[config.mk]
export PLATFORM = sky130hd
export DESIGN_NAME = scan_chain_ctrl_flat
export DESIGN_NICKNAME = d
export VERILOG_FILES = /design/src/rtl/scan_chain_ctrl_if.sv /design/src/rtl/scan_chain_ctrl.sv /design/src/flat_wrapper.sv
export SDC_FILE = /design/constraint.sdc
export NUM_CORES = 1
export LEC_CHECK = 0
export BUFFER_PORTS_ARGS = -buffer_cell sky130_fd_sc_hd__buf_2
export CORE_ASPECT_RATIO = 0.5
export CORE_MARGIN = 10
export CORE_UTILIZATION = 37
export CTS_BUF_LIST = sky130_fd_sc_hd__clkbuf_16
export CTS_CLUSTER_DIAMETER = 60
export DETAILED_ROUTE_END_ITERATION = 10
export PLACE_DENSITY_LB_ADDON = 0.3
export SKIP_LAST_GASP = 1
export SYNTH_ARGS = -nofsm -noshare
export SYNTH_HDL_FRONTEND = slang
export SYNTH_SLANG_ARGS = --single-unit
[constraint.sdc]
create_clock -name CLK -period 2.3 [get_ports CLK]
set_clock_uncertainty 0.15 [all_clocks]
set_input_delay 0.46 -clock CLK [delete_from_list [all_inputs] [get_ports CLK]]
set_output_delay 0.46 -clock CLK [all_outputs]
set_load 0.05 [all_outputs]
[src/rtl/scan_chain_ctrl_if.sv]
// Test-engine side request/response bundle for scan_chain_ctrl.
// Parity signals exist only when SCAN_CHAIN_CTRL_PARITY_EN is defined.
interface scan_chain_ctrl_if #(
   parameter int CHAIN_LEN = 8
);
   logic                 start;
   logic                 capture_en;
   logic [CHAIN_LEN-1:0] load_data;
   logic                 busy;
   logic                 done;
   logic [CHAIN_LEN-1:0] unload_data;
`ifdef SCAN_CHAIN_CTRL_PARITY_EN
   logic                 parity_exp;
   logic                 parity_err;
`endif

   modport master (
      output start, capture_en, load_data,
`ifdef SCAN_CHAIN_CTRL_PARITY_EN
      output parity_exp,
      input  parity_err,
`endif
      input  busy, done, unload_data
   );

   modport slave (
      input  start, capture_en, load_data,
`ifdef SCAN_CHAIN_CTRL_PARITY_EN
      input  parity_exp,
      output parity_err,
`endif
      output busy, done, unload_data
   );
endinterface

[src/rtl/scan_chain_ctrl.sv]
// Load / optional capture / unload sequencer for one muxed-D scan chain.
// Optional unload parity check enabled by defining SCAN_CHAIN_CTRL_PARITY_EN.
module scan_chain_ctrl #(
   parameter int CHAIN_LEN = 8
) (
   input  logic              CLK,
   input  logic              RN,
   scan_chain_ctrl_if.slave  bus,
   output logic              SE,
   output logic              SI,
   input  logic              SO
);
   localparam int CNT_W = $clog2(CHAIN_LEN);

   typedef enum logic [2:0] {
      S_IDLE      = 3'd0,
      S_SHIFT_IN  = 3'd1,
      S_CAPTURE   = 3'd2,
      S_SHIFT_OUT = 3'd3,
      S_DONE      = 3'd4
   } state_t;

   state_t               state_q, state_d;
   logic [CNT_W-1:0]     cnt_q, cnt_d;
   logic [CHAIN_LEN-1:0] ld_sr_q, ld_sr_d;
   logic [CHAIN_LEN-1:0] unl_sr_q, unl_sr_d;
   logic [CHAIN_LEN-1:0] unload_q, unload_d;
   logic                 cap_q, cap_d;
   logic                 se_q, se_d;
   logic                 si_q, si_d;
   logic                 busy_q, busy_d;
   logic                 done_q, done_d;
   logic                 last_s;
`ifdef SCAN_CHAIN_CTRL_PARITY_EN
   logic                 par_exp_q, par_exp_d;
   logic                 par_err_q, par_err_d;

   function automatic logic parity_f(input logic [CHAIN_LEN-1:0] v);
      return ^v;
   endfunction
`endif

   assign last_s = (cnt_q == CNT_W'(CHAIN_LEN - 1));

   // Next-state and registered-output computation
   always_comb begin
      state_d  = state_q;
      cnt_d    = cnt_q;
      ld_sr_d  = ld_sr_q;
      unl_sr_d = unl_sr_q;
      unload_d = unload_q;
      cap_d    = cap_q;
      se_d     = 1'b0;
      si_d     = 1'b0;
      done_d   = 1'b0;
`ifdef SCAN_CHAIN_CTRL_PARITY_EN
      par_exp_d = par_exp_q;
      par_err_d = par_err_q;
`endif
      case (state_q)
         S_IDLE: begin
            if (bus.start) begin
               ld_sr_d = bus.load_data;
               cap_d   = bus.capture_en;
               cnt_d   = '0;
               state_d = S_SHIFT_IN;
               se_d    = 1'b1;
               si_d    = bus.load_data[CHAIN_LEN-1];
`ifdef SCAN_CHAIN_CTRL_PARITY_EN
               par_exp_d = bus.parity_exp;
`endif
            end else begin
               state_d = S_IDLE;
            end
         end
         S_SHIFT_IN: begin
            // SI is one register ahead, so present the next-lower bit for the coming cycle
            ld_sr_d = {ld_sr_q[CHAIN_LEN-2:0], 1'b0};
            if (last_s) begin
               cnt_d = '0;
               if (cap_q) begin
                  state_d = S_CAPTURE;
               end else begin
                  state_d = S_SHIFT_OUT;
                  se_d    = 1'b1;
               end
            end else begin
               cnt_d = cnt_q + CNT_W'(1);
               se_d  = 1'b1;
               si_d  = ld_sr_q[CHAIN_LEN-2];
            end
         end
         S_CAPTURE: begin
            state_d = S_SHIFT_OUT;
            se_d    = 1'b1;
         end
         S_SHIFT_OUT: begin
            unl_sr_d = {unl_sr_q[CHAIN_LEN-2:0], SO};
            if (last_s) begin
               cnt_d    = '0;
               state_d  = S_DONE;
               done_d   = 1'b1;
               unload_d = unl_sr_d;
`ifdef SCAN_CHAIN_CTRL_PARITY_EN
               par_err_d = (parity_f(unl_sr_d) != par_exp_q);
`endif
            end else begin
               cnt_d = cnt_q + CNT_W'(1);
               se_d  = 1'b1;
            end
         end
         S_DONE: begin
            state_d = S_IDLE;
         end
         default: begin
            state_d = S_IDLE;
            cnt_d   = '0;
         end
      endcase
      busy_d = (state_d != S_IDLE);
   end

   // State and output registers
   always_ff @(posedge CLK or negedge RN) begin
      if (!RN) begin
         state_q  <= S_IDLE;
         cnt_q    <= '0;
         ld_sr_q  <= '0;
         unl_sr_q <= '0;
         unload_q <= '0;
         cap_q    <= 1'b0;
         se_q     <= 1'b0;
         si_q     <= 1'b0;
         busy_q   <= 1'b0;
         done_q   <= 1'b0;
`ifdef SCAN_CHAIN_CTRL_PARITY_EN
         par_exp_q <= 1'b0;
         par_err_q <= 1'b0;
`endif
      end else begin
         state_q  <= state_d;
         cnt_q    <= cnt_d;
         ld_sr_q  <= ld_sr_d;
         unl_sr_q <= unl_sr_d;
         unload_q <= unload_d;
         cap_q    <= cap_d;
         se_q     <= se_d;
         si_q     <= si_d;
         busy_q   <= busy_d;
         done_q   <= done_d;
`ifdef SCAN_CHAIN_CTRL_PARITY_EN
         par_exp_q <= par_exp_d;
         par_err_q <= par_err_d;
`endif
      end
   end

   assign SE              = se_q;
   assign SI              = si_q;
   assign bus.busy        = busy_q;
   assign bus.done        = done_q;
   assign bus.unload_data = unload_q;
`ifdef SCAN_CHAIN_CTRL_PARITY_EN
   assign bus.parity_err  = par_err_q;
`endif
endmodule
[src/flat_wrapper.sv]
// flat-port wrapper written by rule: the top's interface ports become plain ports
module scan_chain_ctrl_flat 
#(
   parameter int CHAIN_LEN = 8
)
  (CLK, RN, SE, SI, SO, bus_start, bus_capture_en, bus_load_data, bus_busy, bus_done, bus_unload_data);
  scan_chain_ctrl_if #(.CHAIN_LEN(CHAIN_LEN)) bus_i ();
  input  logic CLK;
  input  logic RN;
  output logic SE;
  output logic SI;
  input  logic SO;
  input wire logic [$bits(bus_i.start)-1:0] bus_start;
  input wire logic [$bits(bus_i.capture_en)-1:0] bus_capture_en;
  input wire logic [$bits(bus_i.load_data)-1:0] bus_load_data;
  output wire logic [$bits(bus_i.busy)-1:0] bus_busy;
  output wire logic [$bits(bus_i.done)-1:0] bus_done;
  output wire logic [$bits(bus_i.unload_data)-1:0] bus_unload_data;
  assign bus_i.start = bus_start;
  assign bus_i.capture_en = bus_capture_en;
  assign bus_i.load_data = bus_load_data;
  assign bus_busy = bus_i.busy;
  assign bus_done = bus_i.done;
  assign bus_unload_data = bus_i.unload_data;
  scan_chain_ctrl #(.CHAIN_LEN(CHAIN_LEN)) u_core (.CLK(CLK), .RN(RN), .bus(bus_i), .SE(SE), .SI(SI), .SO(SO));
endmodule
# After elaboration in Yosys (flattened, before gate mapping)

Cells that the tools add are included.

Add/subtract/negate cells: 1
Eq/ne operators: 6
Mux-type cells: 20
Bitwise logic cells: 1
Reductions and logical operators: 9

Operators with widths:

| operator              | number |
|---|---|
| $pmux W7 S2           | 1 |
| $mux W3               | 4 |
| $pmux W3 S4           | 1 |
| $mux W1               | 10 |
| $pmux W3 S3           | 1 |
| $reduce_and A2 Y1     | 4 |
| $mux W7               | 1 |
| $eq A3 B2 Y1 const B  | 2 |
| $eq A3 B3 Y1 const B  | 2 |
| $pmux W1 S4           | 1 |
| $reduce_or A2 Y1      | 2 |
| $add A3 B1 Y3 const B | 1 |
| $eq A3 B1 Y1 const B  | 1 |
| $logic_not A3 Y1      | 1 |
| $reduce_bool A3 Y1    | 1 |
| $ne A2 B2 Y1 const B  | 1 |
| $pmux W1 S2           | 1 |
| $reduce_bool A2 Y1    | 1 |
| $not A1 Y1            | 1 |

Register bits after elaboration: 33
Input bits: 13
Output and inout port bits: 12
Word-level logic and storage cells: 47

# Logic depth before layout (Yosys ltp)

Gate-level depths: netlist of run 1.

Depth in word-level cells: 4
Gate-level depth with buffers: 5
Depth with buffers taken out: 5

# Worst setup path after synthesis of run 1

OpenSTA, ideal clock, no wires.

Kind: register to register
From: register u_core.cnt_q[0]
To: register u_core.unload_q[0], in the netlist u_core.bus.unload_data[0]
Setup time: 125 ps
Arrival: 1261 ps
Path slack: 764 ps
Stages on the path, launching flop included: 5
Clock period less this slack: 1536 ps
Cells stage by stage: dfrtp_1 ha_1 ha_1 nand3_2 mux2_2

Word-level cells in the longest chain between the ends: 2

Ends and longest elaborated chain:

| what                               | RTL line               | RTL |
|---|---|---|
| start: declaration                 | scan_chain_ctrl.sv:24  | `logic [CNT_W-1:0] cnt_q, cnt_d;` |
| start signal: assignment           | scan_chain_ctrl.sv:142 | `cnt_q <= cnt_d;` |
| $eq A3 B3 Y1                       | scan_chain_ctrl.sv:43  | `assign last_s = (cnt_q == CNT_W'(CHAIN_LEN - 1));` |
| $reduce_and A2 Y1 (no source line) | -                      |  |
| end signal: assignment             | scan_chain_ctrl.sv:145 | `unload_q <= unload_d;` |
| end: declaration                   | scan_chain_ctrl.sv:27  | `logic [CHAIN_LEN-1:0] unload_q, unload_d;` |

No other way between the ends.
A chain may end at the register's enable or synchronous reset.

# Worst setup path after layout of run 1

From: register u_core.state_q[0]
To: register u_core.unload_q[6], in the netlist u_core.bus.unload_data[6]

Word-level cells in the longest chain between the ends: 2

Ends and longest elaborated chain:

| what                               | RTL line               | RTL |
|---|---|---|
| start: declaration                 | scan_chain_ctrl.sv:23  | `state_t state_q, state_d;` |
| start signal: assignment           | scan_chain_ctrl.sv:141 | `state_q <= state_d;` |
| $eq A3 B2 Y1                       | scan_chain_ctrl.sv:60  | `case (state_q)` |
| $reduce_and A2 Y1 (no source line) | -                      |  |

No other way between the ends.

==> results.py, run 1 <==
metrics = {
    "run_status": {
        "status": "finished clean",
    },
    "placed_design": {
        "finalWeightedCongestion": 0.760,
        "port_buffers": 24,
        "detailed_place_hpwl_um": 1960,
    },
    "synthesis": {
        "synth_seq_area_share_pct": 58.1,
        "yosys-top-cells-area": "dfrtp_1 58%, mux2_2 13%, o221a_2 3.2%",
        "postSynthNetCount": 121,
        "ys_warn_count": 0,
        "synth_edf_count": 0,
        "async_reset_ff_share_pct": 100,
        "synth_cell_types": 34,
        "synth_area_per_cell_um2": 13.5,
        "synthFlopType": "dfrtp_1",
        "ys_ff_latch": 33,
        "syn-instance-count": 105,
        "synth_top_area_cell": "dfrtp_1",
        "synth_area_um2": 1420,
        "synth_top_area_share_pct": 58.1,
    },
    "sta": {
        "whs_ns": 0.0873,
        "tightest_slew_ns": 0.717,
        "slew_violations": 0,
        "fin_crit_sh_pct": 78.5,
        "setup_viol": 0,
        "rsz0062_at_grt": "no",
        "max_freq_mhz": 554,
        "min_period_ns": 1.81,
        "setup_tns_ns": 0,
        "hold_violations": 0,
        "slew_headroom_pct": 52.2,
    },
    "cells_and_area": {
        "antenna_cells": 0,
        "seq_area_um2": 826,
        "multiInputGateArea_um2": 554,
        "areaGrowthSynthToFinish_pct": 22.4,
        "drive_above_1_share_pct": 43.9,
        "mostFrequentLayoutCell": "dfrtp_1",
        "utilization_pct": 48.8,
        "fillers": 323,
        "final_cell_mix": "33 x dfrtp_1, 24 x buf_2, 17 x mux2_2, 5 x a21oi_1, 5 x clkbuf_16",
        "fin_nets": 148,
    },
    "run": {
        "cap_viol_max_count": 0,
    },
    "power": {
        "switching_share_pct": 37.5,
        "leakagePower_nw": 0.805,
        "clkPwrFrac_pct": 25.0,
        "ir_worst_vdd_mv": 0.421,
        "internal-power_mw": 1.82,
        "p_comb_share_pct": 38.7,
        "p_per_area_nw_per_um2": 1670,
        "power_frac_seq_pct": 36.3,
        "p_sw_mw": 1.09,
    },
    "floorplanning": {
        "row_count": 15,
        "num_io_pins": 25,
        "die_h_um": 63.8,
        "core_um2": 3570,
        "dieArea_um2": 6870,
        "die_w_um": 108,
        "start_util_pct": 39.9,
    },
    "worst_setup_path": {
        "critPathCaptureType": "flop",
        "crit_required_ns": 2.31,
        "crit_type": "flop to flop",
        "cp.arrival_ns": 1.82,
        "worstPathMaxFanout": 9,
        "cp-start-kind": "flop",
    },
    "global_route": {
        "grtUsageTotal_pct": 8.74,
        "antenna_found_initial": 0,
        "grt_max_degree": 34,
        "grt.overflow.total": 0,
        "grt_pass1_vias": 967,
        "grt_pass1_wl_um": 4750,
    },
    "detailed_routing": {
        "vias_per_cell": 4.86,
        "wl_per_cell_um": 14.9,
        "drt_iter0_markers": 21,
        "final_antenna_net_count": 0,
        "wl_um": 2730,
        "drc": 0,
        "drtPass1Iterations": 4,
        "vias": 890,
    },
    "cts": {
        "clock_latency_ns": 0.27,
        "numCtsBuffers": 5,
        "holdBufCountCts": 0,
        "post_cts_resized": 0,
        "clkSlewWorstSetupHoldPaths_ns": 0.05,
        "post_cts_buffers": 0,
        "clk_path_buf_depth": 2,
        "cts_tree": "yes",
        "cts_root_buffer": "clkbuf_16",
        "clock-sinks": 33,
        "htree_levels": 2,
    },
    "hold_path": {
        "hold_path_class": "input pin to asynchronous set/reset pin",
    },
}
[worst max-delay path, cell delays in order, from the launching register on]
cell and delay (ns):
dfrtp_1 0.53, nor2b_2 0.28, nand3_2 0.24, inv_2 0.15
mux2_2 0.33
[cell usage after synthesis, drive strengths merged (3+ instances only)]
library cell and instances:
o221a 5, nor2 5, ha 3, dfrtp 33, a21oi 5, o21ai 4, buf 4, inv 4
nor4b 3, nand2 3, mux2 17
[through the flow]
stage          cell area [um2]  power, mW  worst slack (ns)  cells
3_5_place_dp              1580       2.20             0.504    176
5_1_grt                   1740       3.08             0.395    183
2_1_floorplan             1420       1.95             0.764    105
4_1_cts                   1740       2.94             0.490    183
6_report                  1740       2.91             0.494    183
3_3_place_gp              1580       2.16             0.528    176
[kinds of logic (layout without fill, tap and decap cells)]
family	Yosys count	in the layout	share of synthesized area (%)
xor+xnor	1	1	0.616
compound gates	20	20	10.5
mux	18	18	14.2
simple gates	22	22	11.1
buf+inv	8	35	2.90
fa+ha+maj	3	3	2.64
flops	33	33	58.1
[layout make-up]
class / instances / share of cell area (%)
tap: 51 / 3.67
inverter: 4 / 0.863
sequential: 33 / 47.5
clock buffer: 5 / 7.19
timing repair buffer: 24 / 6.91
multi-input combinational: 64 / 31.9
clock inverter: 2 / 2.01
[final timing paths]
check | start | end | slack (ns) | cells past startpoint
min reg2reg | u_core.bus.unload_data[5] | u_core.bus.unload_data[5] | 0.35 | 1
max | u_core.state_q[0] | u_core.bus.unload_data[6] | 0.49 | 4
min | RN | u_core.bus.done | 0.09 | 1
max in group asynchronous | RN | u_core.bus.busy | 1.45 | 1
max reg2reg | u_core.state_q[0] | u_core.bus.unload_data[6] | 0.49 | 4
min in group CLK | bus_load_data[7] | u_core.SI | 0.26 | 2
[flip-flops by register name, summed over array words and instances, names as in the netlist]
register,count
u_core.bus.unload_data,8
u_core.ld_sr_q,7
u_core.cap_q,1
u_core.state_q,3
u_core.bus.done,1
u_core.cnt_q,3
u_core.SE,1
u_core.SI,1
u_core.unl_sr_q,7
u_core.bus.busy,1
[routing by layer]
layer	wire [um]	part of all wire [%]	up-vias	global-route usage [%]
met1	1230	45	435	9.65
met5	0	0	-	0
li1	-	-	430	-
met3	137	5.0	5	3.90
met2	1330	49	20	13.7
met4	34	1.2	0	5.30
[power by group through the flow]
stage / registers (mW) / logic, mW / clock network [mW]
after floorplan: 1.30 / 0.647 / 0
after global placement: 1.05 / 1.11 / 0
after detailed placement: 1.06 / 1.14 / 0
after CTS: 1.06 / 1.14 / 0.740
after global routing: 1.10 / 1.22 / 0.767
final: 1.06 / 1.12 / 0.728
Note: power is estimated with default switching activity, not from simulation.
==> inputs of run 2 (changes only) <==
==> constraint.sdc (replaced) <==
create_clock -name CLK -period 1.84 [get_ports CLK]
set_clock_uncertainty 0.15 [all_clocks]
set_input_delay 0.368 -clock CLK [delete_from_list [all_inputs] [get_ports CLK]]
set_output_delay 0.368 -clock CLK [all_outputs]
set_load 0.05 [all_outputs]
==> run 2 against run 1 <==
Effect of this change:
- global-route usage hardly changed
- first-iteration DRC count rose by 24%
- via count up 4.7%
==> results.py, run 2 (same netlist as run 1, synthesis figures left out) <==
metrics = {
    "global_route": {
        "antenna_found_initial": 0,
        "grt_max_degree": 34,
        "grt_pass1_vias": 995,
        "grtUsageTotal_pct": 8.71,
        "grt.overflow.total": 0,
        "grt_pass1_wl_um": 4800,
    },
    "placed_design": {
        "finalWeightedCongestion": 0.737,
        "detailed_place_hpwl_um": 1970,
        "port_buffers": 24,
        "pre_cts_ws_ns": 0.114,
        "place_inst": 180,
    },
    "hold_path": {
        "hold_path_class": "input pin to flop",
    },
    "cells_and_area": {
        "areaGrowthSynthToFinish_pct": 23.6,
        "fillers": 337,
        "instances_no_fill": 188,
        "final_cell_mix": "32 x dfrtp_1, 24 x buf_2, 17 x mux2_2, 5 x a21oi_1, 5 x clkbuf_16",
        "drive_above_1_share_pct": 45.3,
        "fin_nets": 153,
        "antenna_cells": 0,
        "largest_reg_flops": 8,
        "mostFrequentLayoutCell": "dfrtp_1",
    },
    "floorplanning": {
        "die_h_um": 63.8,
        "die_w_um": 108,
        "start_util_pct": 39.9,
        "core_um2": 3570,
        "dieArea_um2": 6870,
        "num_io_pins": 25,
        "row_count": 15,
    },
    "sta": {
        "worst_slack_ns": 0.141,
        "fin_crit_sh_pct": 92.3,
        "slew_headroom_pct": 68.5,
        "min_period_ns": 1.70,
        "setup_viol": 0,
        "slew_violations": 0,
        "hold_violations": 0,
        "tightest_slew_ns": 0.471,
        "setup_tns_ns": 0,
        "max_freq_mhz": 589,
        "rsz0062_at_grt": "no",
    },
    "power": {
        "clkPwrFrac_pct": 21.9,
        "p_comb_share_pct": 40.9,
        "power_frac_seq_pct": 37.2,
        "switching_share_pct": 38.7,
        "leakagePower_nw": 0.812,
        "ir_worst_vdd_mv": 0.528,
        "p_sw_mw": 1.36,
        "p_per_area_nw_per_um2": 2000,
        "internal-power_mw": 2.15,
    },
    "worst_setup_path": {
        "worstPathMaxFanout": 8,
        "cp.arrival_ns": 1.70,
        "cp-start-kind": "flop",
        "crit_required_ns": 1.85,
        "cp_slowest_cell": "nor4b_4",
        "crit_type": "flop to flop",
        "critPathCaptureType": "flop",
        "cp_cell_sequence": "nor4b_4, mux2_2",
        "cpPeakStageDelay_ns": 0.54,
    },
    "detailed_routing": {
        "drtPass1Iterations": 4,
        "drt_iter0_markers": 26,
        "vias_per_cell": 4.96,
        "drc": 0,
        "wl_um": 2750,
        "vias": 932,
        "final_antenna_net_count": 0,
        "wl_per_cell_um": 14.6,
    },
    "cts": {
        "htree_levels": 2,
        "cts_tree": "yes",
        "cts_root_buffer": "clkbuf_16",
        "numCtsBuffers": 5,
        "clock-sinks": 33,
        "clock_latency_ns": 0.27,
        "clk_path_buf_depth": 2,
        "clkSlewWorstSetupHoldPaths_ns": 0.05,
    },
    "run": {
        "cap_viol_max_count": 0,
    },
    "run_status": {
        "status": "finished clean",
    },
}
==> run 2: cell types whose count changed in the layout (fill, tap and decap cells not counted) <==
cell / change
dfrtp_1: -1
clkinv_2: -1
dfrtp_2: +1
bufinv_16: -1
buf_4: +4
dlygate4sd3_1: +1
clkinv_1: +1
clkinvlp_4: +1
==> run 2: per-layer routing <==
metal / wire length [um] / up-vias / global-route usage, %
li1: - / 441 / -
met5: 0 / - / 0
met3: 151 / 8 / 3.50
met4: 63 / 0 / 4.97
met1: 1250 / 467 / 10.3
met2: 1280 / 16 / 13.2
==> run 2: final timing paths <==
kind	start	endpoint	slack, ns	depth (start not counted)
setup / recovery	u_core.state_q[1]	u_core.cap_q	0.14	2
hold / removal	bus_load_data[7]	u_core.SI	0.18	2
setup reg to reg	u_core.state_q[1]	u_core.cap_q	0.14	2
hold reg to reg	u_core.cnt_q[1]	u_core.cnt_q[1]	0.35	1
max in group asynchronous	RN	u_core.state_q[0]	0.72	3
min in group asynchronous	RN	u_core.bus.unload_data[4]	0.49	3
==> run 2: worst max-delay path: cells and delay by family (launching register included) <==
kind             cells  cell delay, ns
flip-flops           1            0.49
multiplexers         1            0.40
AND/OR/NAND/NOR      1            0.54
==> run 2: timing repair <==
item / CTS / global route
gates resized for setup: 0 / 1
setup buffers: 0 / 0
hold buffers: 1 / 0
hold endpoints to repair: 33 / 0
endpoints found under the setup margin: 0 / 2
==> run 2: power by group through the flow <==
stage          registers, mW  logic [mW]  clock network, mW
2_1_floorplan           1.63       0.809                  0
3_3_place_gp            1.30        1.44                  0
3_5_place_dp            1.31        1.45                  0
4_1_cts                 1.30        1.46              0.788
5_1_grt                 1.36        1.57              0.829
6_report                1.31        1.44              0.771
==> run 2: layout make-up <==
type | count | area [um2] | area share (%)
sequential | 33 | 827 | 47.1
tap | 51 | 63.8 | 3.63
timing repair buffer | 29 | 160 | 9.12
clock buffer | 5 | 125 | 7.12
inverter | 4 | 15.0 | 0.855
multi-input combinational | 64 | 554 | 31.6
clock inverter | 2 | 11.3 | 0.641
==> run 2: metrics by stage <==
stage / hold slack, ns / power, mW / area [um2] / utilization [%]
2_1_floorplan: -0.0776 / 2.44 / 1420 / -
3_3_place_gp: 0.261 / 2.74 / 1610 / 45.1
3_5_place_dp: 0.271 / 2.76 / 1610 / 45.1
4_1_cts: 0.168 / 3.55 / 1760 / 49.2
5_1_grt: 0.192 / 3.75 / 1760 / 49.3
6_report: 0.175 / 3.51 / 1760 / 49.3
==> inputs of run 3 (changes only) <==
--- a/config.mk
+++ b/config.mk
@@ -13,6 +13,7 @@
 export CTS_CLUSTER_DIAMETER = 60
 export DETAILED_ROUTE_END_ITERATION = 10
 export PLACE_DENSITY_LB_ADDON = 0.3
+export SETUP_SLACK_MARGIN = 0.3
 export SKIP_LAST_GASP = 1
 export SYNTH_ARGS = -nofsm -noshare
 export SYNTH_HDL_FRONTEND = slang
==> constraint.sdc (replaced) <==
create_clock -name CLK -period 1.84 [get_ports CLK]
set_clock_uncertainty 0.15 [all_clocks]
set_input_delay 0.368 -clock CLK [delete_from_list [all_inputs] [get_ports CLK]]
set_output_delay 0.368 -clock CLK [all_outputs]
set_load 0.1 [all_outputs]
==> run 3 against run 2 <==
Effect of this change:
- register-to-register slack improved by 0.13 ns
- non-clock buffer count increased by 9
- flip-flop and latch count unchanged
- utilization increased by 4.8 points
- final cell count increased by 4.8%
- critical path type unchanged
- worst hold slack got worse by 0.0033 ns
- sequential share of layout area decreased by 4.1 points
- routed wire length increased by 10%
- critical path depth increased by 2
- design area increased by 9.8%
- clock-buffer cell count unchanged
==> results.py, run 3 (same netlist as run 1, synthesis figures left out) <==
metrics = {
    "placed_design": {
        "finalWeightedCongestion": 0.737,
        "place_inst": 180,
        "detailed_place_hpwl_um": 1970,
        "port_buffers": 24,
    },
    "cells_and_area": {
        "drive_above_1_share_pct": 53.4,
        "mostFrequentLayoutCell": "dfrtp_1",
        "fin_nets": 162,
        "areaGrowthSynthToFinish_pct": 35.7,
        "fillers": 315,
        "final_cell_mix": "30 x dfrtp_1, 20 x buf_4, 14 x mux2_2, 12 x buf_2, 5 x clkbuf_16",
        "seq_area_um2": 830,
        "instances_no_fill": 197,
        "antenna_cells": 0,
        "multiInputGateArea_um2": 621,
        "largest_reg_flops": 8,
    },
    "detailed_routing": {
        "drt_iter0_markers": 40,
        "drc": 0,
        "vias": 1010,
        "wl_per_cell_um": 15.4,
        "wl_um": 3030,
        "vias_per_cell": 5.13,
        "drtPass1Iterations": 4,
        "final_antenna_net_count": 0,
    },
    "worst_setup_path": {
        "cp_cell_sequence": "nor4b_4, buf_4, or2b_1, o221a_2",
        "cp.arrival_ns": 1.58,
        "cp-start-kind": "flop",
        "crit_type": "flop to flop",
        "path_depth": 4,
        "rrSetupSlack_ns": 0.27,
        "r2r_cells": 4,
        "cpPeakStageDelay_ns": 0.47,
        "worstPathMaxFanout": 6,
        "cp_slowest_cell": "dfrtp_2",
        "crit_required_ns": 1.85,
        "critPathBufInv": 1,
        "critPathCaptureType": "flop",
        "critPathTopFamily": "simple AND/OR/NAND/NOR gates",
    },
    "sta": {
        "slew_headroom_pct": 71.8,
        "hold_violations": 0,
        "slew_violations": 0,
        "min_period_ns": 1.57,
        "setup_tns_ns": 0,
        "tightest_slew_ns": 0.423,
        "max_freq_mhz": 637,
        "rsz0062_at_grt": "yes",
        "fin_crit_sh_pct": 85.3,
        "setup_viol": 0,
    },
    "global_route": {
        "antenna_found_initial": 0,
        "grt_max_degree": 34,
        "grt.overflow.total": 0,
        "grt_pass1_wl_um": 4960,
        "grt_pass1_vias": 1033,
        "grtUsageTotal_pct": 9.06,
    },
    "cts": {
        "htree_levels": 2,
        "clock-sinks": 33,
        "numCtsBuffers": 5,
        "clk_path_buf_depth": 2,
        "clkSlewWorstSetupHoldPaths_ns": 0.05,
        "clock_latency_ns": 0.27,
        "cts_tree": "yes",
        "cts_root_buffer": "clkbuf_16",
    },
    "hold_path": {
        "holdPathStages": 2,
        "hold_path_class": "input pin to flop",
    },
    "floorplanning": {
        "core_um2": 3570,
        "row_count": 15,
        "die_h_um": 63.8,
        "num_io_pins": 25,
        "dieArea_um2": 6870,
        "die_w_um": 108,
        "start_util_pct": 39.9,
    },
    "run_status": {
        "status": "finished clean",
    },
    "run": {
        "cap_viol_max_count": 0,
    },
}
==> run 3: timing repair <==
action	in CTS	in global routing
hold buffers	1	0
endpoints found under the setup margin	34	18
endpoints found under the hold margin	33	0
resized for setup	19	11
pin swaps	2	5
gates cloned	0	0
buffers inserted	7	2
==> run 3: layout make-up <==
type                    count  share of cell area, %
clock buffers               5                   6.49
clock inverters             2                  0.584
inverters                   4                  0.908
multi-input cells          64                   32.2
flip-flops and latches     33                   43.0
well taps                  51                   3.31
repair buffers             38                   13.6
==> run 3: routing by layer <==
metal,routed length [um],GRT usage (%),vias to the layer above
met5,0,0,-
met4,61,5.30,0
met3,178,3.50,7
met2,1470,14.2,33
met1,1320,10.4,504
li1,-,-,466
==> run 3: worst paths after layout <==
check	to	from
hold reg to reg	u_core.bus.unload_data[0]	u_core.bus.unload_data[0]
setup / recovery	u_core.ld_sr_q[3]	u_core.state_q[1]
max in group asynchronous	u_core.state_q[0]	RN
min in group asynchronous	u_core.bus.unload_data[5]	RN
setup reg to reg	u_core.ld_sr_q[3]	u_core.state_q[1]
hold / removal	u_core.SI	bus_load_data[7]
==> run 3: through the flow <==
stage | setup slack, ns | area (um2) | utilization (%) | hold WS [ns]
2_1_floorplan | 0.303 | 1420 | - | -0.0776
3_3_place_gp | 0.127 | 1610 | 45.1 | 0.261
3_5_place_dp | 0.114 | 1610 | 45.1 | 0.271
4_1_cts | 0.298 | 1870 | 52.5 | 0.168
5_1_grt | 0.211 | 1930 | 54.1 | 0.192
6_report | 0.271 | 1930 | 54.1 | 0.172
==> run 3: worst reg2reg max path, cell delays in order (launching register included) <==
cell,delay [ns]
dfrtp_2,0.47
nor4b_4,0.29
buf_4,0.19
or2b_1,0.23
o221a_2,0.12
Power of run 3 is not shown: default switching activity piles up to over one toggle a cycle in this logic, so the estimate is an artifact.
